<file path="config.mk">
export PLATFORM = sky130hd
export DESIGN_NAME = hamming_secded_decoder
export DESIGN_NICKNAME = d
export VERILOG_FILES = /design/src/rtl/hamming_secded_decoder.sv
export SDC_FILE = /design/constraint.sdc
export NUM_CORES = 1
export LEC_CHECK = 0
export CAP_MARGIN = 20
export CORE_ASPECT_RATIO = 1.5
export CORE_MARGIN = 1
export CORE_UTILIZATION = 45
export CTS_CLUSTER_DIAMETER = 200
export DETAILED_ROUTE_END_ITERATION = 8
export PLACE_DENSITY_LB_ADDON = 0.05
export SETUP_SLACK_MARGIN = 0.3
export SLEW_MARGIN = 20
export SYNTH_ARGS = -nofsm -noshare
export SYNTH_HDL_FRONTEND = slang
export SYNTH_SLANG_ARGS = --single-unit
</file>
<file path="constraint.sdc">
create_clock -name clk -period 5.6 [get_ports clk]
set_input_delay 1.68 -clock clk [delete_from_list [all_inputs] [get_ports clk]]
set_output_delay 1.68 -clock clk [all_outputs]
set_load 0.1 [all_outputs]
</file>
<file path="src/rtl/hamming_secded_decoder.sv">
// Pipelined Hamming SEC/SECDED decoder for the SSD-RAID read path.
// Stage 1 latches syndrome and overall parity, stage 2 corrects and registers.

module hamming_secded_decoder #(
    parameter  int DATA_W        = 8,
    parameter  int ENABLE_SECDED = 1,
    parameter  int CNT_W         = 16,
    localparam int PAR_W         = $clog2(DATA_W + $clog2(DATA_W) + 1),
    localparam int CW_W          = DATA_W + PAR_W + ENABLE_SECDED
) (
    input  logic              clk,
    input  logic              reset,
    input  logic              in_valid,
    output logic              in_ready,
    input  logic [CW_W-1:0]   in_code,
    input  logic              bypass,
    output logic              out_valid,
    input  logic              out_ready,
    output logic [DATA_W-1:0] out_data,
    output logic              out_err_single,
    output logic              out_err_double,
    output logic [PAR_W-1:0]  out_syndrome,
    input  logic              cnt_clr,
    output logic [CNT_W-1:0]  corr_cnt,
    output logic [CNT_W-1:0]  uncorr_cnt
);

    localparam int N = DATA_W + PAR_W;

    function automatic logic [PAR_W-1:0] calc_syn(input logic [N-1:0] cw);
        logic [PAR_W-1:0] s;
        s = '0;
        for (int pos = 1; pos <= N; pos++) begin
            for (int k = 0; k < PAR_W; k++) begin
                if (pos[k]) begin
                    s[k] = s[k] ^ cw[pos-1];
                end
            end
        end
        return s;
    endfunction

    // Data bits occupy every non-power-of-two position, LSB first.
    function automatic logic [DATA_W-1:0] extract(input logic [N-1:0] cw);
        logic [DATA_W-1:0] d;
        int j;
        d = '0;
        j = 0;
        for (int pos = 1; pos <= N; pos++) begin
            if ((pos & (pos - 1)) != 0) begin
                d[j] = cw[pos-1];
                j = j + 1;
            end
        end
        return d;
    endfunction

    logic             s1_valid;
    logic [N-1:0]     s1_code;
    logic             s1_bypass;
    logic [PAR_W-1:0] s1_syn;
    logic             s1_op;

    logic adv1;
    logic adv2;

    assign adv2     = !out_valid || out_ready;
    assign adv1     = !s1_valid || adv2;
    assign in_ready = adv1;

    always_ff @(posedge clk or negedge reset) begin
        if (!reset) begin
            s1_valid  <= 1'b0;
            s1_code   <= '0;
            s1_bypass <= 1'b0;
            s1_syn    <= '0;
            s1_op     <= 1'b0;
        end else if (adv1) begin
            s1_valid <= in_valid;
            if (in_valid) begin
                s1_code   <= in_code[N-1:0];
                s1_bypass <= bypass;
                s1_syn    <= calc_syn(in_code[N-1:0]);
                s1_op     <= (ENABLE_SECDED != 0) ? ^in_code : 1'b0;
            end
        end
    end

    logic [N-1:0] fixed;
    logic         single;
    logic         dbl;

    always_comb begin
        fixed  = s1_code;
        single = 1'b0;
        dbl    = 1'b0;
        if (!s1_bypass) begin
            // In SEC mode any nonzero syndrome is treated like op=1.
            if (s1_op || (ENABLE_SECDED == 0 && s1_syn != '0)) begin
                if (s1_syn == '0) begin
                    single = 1'b1;
                end else if (int'(s1_syn) <= N) begin
                    fixed  = s1_code ^ (N'(1) << (s1_syn - PAR_W'(1)));
                    single = 1'b1;
                end else begin
                    dbl = 1'b1;
                end
            end else if (s1_syn != '0) begin
                dbl = 1'b1;
            end
        end
    end

    always_ff @(posedge clk or negedge reset) begin
        if (!reset) begin
            out_valid      <= 1'b0;
            out_data       <= '0;
            out_err_single <= 1'b0;
            out_err_double <= 1'b0;
            out_syndrome   <= '0;
        end else if (adv2) begin
            out_valid <= s1_valid;
            if (s1_valid) begin
                out_data       <= extract(fixed);
                out_err_single <= single;
                out_err_double <= dbl;
                out_syndrome   <= s1_syn;
            end
        end
    end

    always_ff @(posedge clk or negedge reset) begin
        if (!reset) begin
            corr_cnt   <= '0;
            uncorr_cnt <= '0;
        end else if (cnt_clr) begin
            corr_cnt   <= '0;
            uncorr_cnt <= '0;
        end else if (out_valid && out_ready) begin
            if (out_err_single && corr_cnt != '1) begin
                corr_cnt <= corr_cnt + CNT_W'(1);
            end
            if (out_err_double && uncorr_cnt != '1) begin
                uncorr_cnt <= uncorr_cnt + CNT_W'(1);
            end
        end
    end

endmodule
</file>
* Yosys cells after proc, flatten, opt, wreduce, memory -nomap -nowiden
Cells that the tools add are included.
** Operators by class
- $lt $le $gt $ge :: 15
- Shifts and indexed selects :: 1
- Bitwise logic cells :: 19
- Reduce and logical (&&, ||, !) cells :: 24
- Add/subtract/negate cells :: 9
- Multiplexer cells :: 104
- Equality and inequality tests :: 2
** Operator list (number)
- 2-to-1 mux 32 bit :: 14
- greater-or-equal comparator 32 x 1 -> 1 bit, second input constant :: 7
- less-than comparator 32 x 5 -> 1 bit, second input constant :: 7
- adder 32 x 2 -> 32 bit, second input constant :: 6
- 2-to-1 mux 16 bit :: 6
- 2-to-1 mux 8 bit :: 12
- bitwise mux 8 bit :: 7
- 2-to-1 mux 1 bit :: 54
- 2-to-1 mux 12 bit :: 4
- adder 16 x 1 -> 16 bit, second input constant :: 2
- != test 16 bit, second input constant :: 2
- demux 1 bit (select 3 bit) :: 7
- XOR 1 bit :: 18
- parity 13 bit :: 1
- left shift 1 x 4 -> 12 bit, first input constant :: 1
- XOR 12 bit :: 1
- logical AND 1 bit :: 10
- AND reduction 2 bit :: 4
- nonzero test 2 bit :: 3
- <= comparator 4 bit, second input constant :: 1
- zero test 4 bit :: 1
- nonzero test 4 bit :: 1
- subtractor 4 x 1 -> 4 bit, second input constant :: 1
- zero test 1 bit :: 2
- logical OR 1 bit :: 2
** Word-level totals
- Word-level logic and storage cells :: 186
- Register bits :: 66
- Input bits :: 19

* Depth between registers and ports, before layout
- Depth after elaboration :: 28
- Gate-level depth with buffers :: 6
- Gate-level depth less buffers :: 5

* Least setup slack after synthesis
Ideal clock, no wire load.
- Kind :: in2out
- Start :: input out_ready
- End :: output in_ready
- Arrival time :: 2.507 ns
- Buffers on the path :: 0
- Required time :: 3.920 ns
- Stages on the path :: 1
- Path slack :: 1.413 ns
- Cells stage by stage :: nand3b_1
** Between the ends
- Cells in the longest elaborated chain, start to end :: 2
** Ends and longest elaborated chain
- start: declaration :: RTL line 18 : input logic out_ready,
- logical OR 1 bit :: RTL line 67 : assign adv2 = !out_valid || out_ready;
- logical OR 1 bit :: RTL line 68 : assign adv1 = !s1_valid || adv2;
- end: declaration :: RTL line 14 : output logic in_ready,
No other way between the ends.

* Worst setup path after layout
Ends and elaborated chain as after synthesis.

==> results.txt <==
Kind of cell adding the most delay to the critical path: buffers and inverters
EDFF count, synth: 0
Clock network fraction of design power: 30.6%
CTS root buf: clkbuf_8
Share of cells above drive strength 1: 9.14%
Non-Filler Instances: 483
Max_slew headroom: 33.0%
Detailed Routing Iterations Pass 1: 6
Later-pin clock latency in the skew report: 0.34 ns
CP arrival: 2.74 ns
Final setup viols: 0
Sw Ratio: 38.4%
Synth area leader: dfrtp_1
Setup ws final: 1.18 ns
Setup WS pre-CTS: 1.17 ns
Row cnt: 37
Worst-Margin Slew: 1.00 ns
Max stage delay on crit path: 0.57 ns
Vias in the first global route: 2,779
Slowest CP cell: clkdlybuf4s50_1
WS Path Type: primary input to output pin
Syn Std Cell Area: 3270 sq um
Layout Nets: 421
F_max: 226 MHz
Multiplexer share of the synthesized area: 4.13%
Crit path max fanout: 6
First-pass GRT wire length: 12,900 um
Status: finished, final reports clean
DRT Wirelength: 7510 um
NetSw: 0.555 mW
Area share of xor/xnor cells in the synthesized design: 8.49%
Hold Violations, Final: 0
Synth Area per Inst: 9.86 sq um
Max Slew Vio Count: 0
R2R cell count: 4
Post-Route Skew: 0.0123 ns
Number of buffers and inverters on the critical path: 2
CTS Buf Count: 9
DPL Wire Length: 5540 um
Die Span X: 71.6 um
TNS Setup: 0 ns
Comb pwr share: 31.2%
Int Pwr: 0.888 mW
Sequential area share after synthesis: 47.4%
Largest family of logic cells by synthesized area: simple AND/OR/NAND/NOR gates
Part of the cycle the worst path needs: 79.0%
Top post-synthesis cells by area: dfrtp_1 (47%), nand2_1 (5.0%), a21oi_1 (4.4%)
Synth Area in Compound Gates: 13.5%
Via density: 5.84
Vias post-DR: 2,820
Worst setup EP type: output pin
Final Wtd Congestion: 0.740
Synthesized instance count: 332
Flops & latches, synth: 62
Final min period: 4.42 ns
Sequential Power Share: 38.2%
Placed Instances: 467
N_diodes: 0
Power per cell area: 341 nW/um^2
Clk pin slew, worst setup/hold paths: 0.08 ns
H-tree level count: 3
Hold Path Stages: 2
Leak: 1.63 nW
Post-CTS Setup Repair Bufs: 0
# IOs: 67
Initial Util: 47.1%
Die height: 106 um
Remaining Overflow, GRT: 0
Hold Buf Count CTS: 0
TritonCTS clock tree: done
Post-route cell area: 4230 sq um
DRC violations left: 0
Warnings from Yosys: 0
Synth cell types: 35
CP startpoint kind: primary input
Clock tree sinks: 62
Area growth from synthesis to layout: 29.2%
# resized after CTS: 0
Port Buffer Count: 66
Yosys top cell area share: 47.4%
Total die area: 7630 sq um
CP cell instances: clkdlybuf4s50_1 -> nand3b_1 -> buf_4
Routed len/inst: 15.5 um
Initial antenna violation count: 0
Global-route usage over all layers: 21.5%
Iter 0 DRT Violations: 153
Levels on crit path: 3
Worst EP required: 3.92 ns
Core area: 6940 sq um
Synth Area in Adders: 0.765%
Synth Flop Type: dfrtp_1
Synth async-reset ratio: 100%
RSZ-0062 raised after global routing: no
Largest net degree at the start of global routing: 33
Max VDD drop: 0.000273 V
Dpl cell area: 4000 sq um
Max-cap violations: 0
Routed Antenna Nets: 0
Simple-Gate Fraction of Synth Area: 23.8%
Hold Crit Class: flip-flop to flip-flop
Clock Tree Buf Depth: 2
Synth Net Count: 353
[cell families after synthesis]
| kind of cell | after synthesis |
|---|---|
| compound gates | 76 |
| xor+xnor | 27 |
| fa+ha+maj | 2 |
| buf+inv | 16 |
| flops | 62 |
| mux | 12 |
| simple gates | 137 |
[power groups by stage]
stage	Combinational, mW	Clock, mW	Sequential [mW]
finish	0.451	0.441	0.551
global route	0.478	0.464	0.559
CTS	0.455	0.446	0.551
detailed placement	0.455	0	0.560
global placement	0.450	0	0.558
floorplan	0.122	0	0.764
[worst paths after layout]
check                            start              to  slack [ns]
min                        out_data[2]     out_data[2]        0.48
min reg2reg                out_data[2]     out_data[2]        0.48
max reg2reg                  out_valid  uncorr_cnt[14]        3.54
min in group asynchronous        reset     corr_cnt[6]        1.38
max                          out_ready        in_ready        1.18
max in group asynchronous        reset       s1_syn[0]        3.32
[routing by layer]
metal	share of wire [%]	track usage, %	wire (um)
met2	55	39.8	4150
met4	1.4	8.40	108
met1	41	24.3	3050
met3	2.6	3.41	195
met5	0	0	0
[cell usage in the layout, fill, tap and decap left out, drive strengths merged, types with 13 or more instances in the layout]
cell / instances
or4: 19
dfrtp: 62
o31ai: 19
nand3: 13
nand2: 44
clkdlybuf4s50: 64
xnor2: 14
a21oi: 29
o21ai: 24
[flip-flops by register name (all words and copies together) (netlist names)]
register	flops
corr_cnt	16
uncorr_cnt	16
out_data	8
s1_code	8
out_syndrome	4
s1_syn	4
out_err_double	1
out_err_single	1
out_valid	1
s1_bypass	1
s1_op	1
s1_valid	1
[metrics by stage]
stage	utilization (%)	total power, mW	hold WS [ns]
5_1_grt	60.9	1.50	0.511
2_1_floorplan	-	0.886	0.471
3_5_place_dp	57.6	1.01	0.470
6_report	60.9	1.44	0.483
4_1_cts	60.8	1.45	0.486
3_3_place_gp	57.6	1.01	0.464
[worst reg2reg max path: cells and delay by family (launching register included)]
kind,cells,cell delay (ns)
simple gates,3,1.37
compound gates,1,0.17
flops,1,0.45
[Yosys cell counts, drive strengths merged, types with 6 or more instances]
| cell | n |
|---|---|
| clkbuf | 9 |
| or3 | 9 |
| xor2 | 10 |
| o31ai | 19 |
| or4 | 19 |
| nor2b | 6 |
| o21ai | 24 |
| nand4 | 12 |
| xnor2 | 14 |
| nor2 | 8 |
| a21oi | 29 |
| nand3 | 13 |
| nand2 | 44 |
| mux2 | 12 |
| dfrtp | 62 |
[cell type report]
class	count	area, sq um
fill	623	2720
multi-input combinational	254	1670
sequential	62	1550
timing repair buffer	69	676
clock buffer	10	138
tap	78	97.6
clock inverter	6	85.1
inverter	4	15.0
Power figures use the tool's default switching activity.
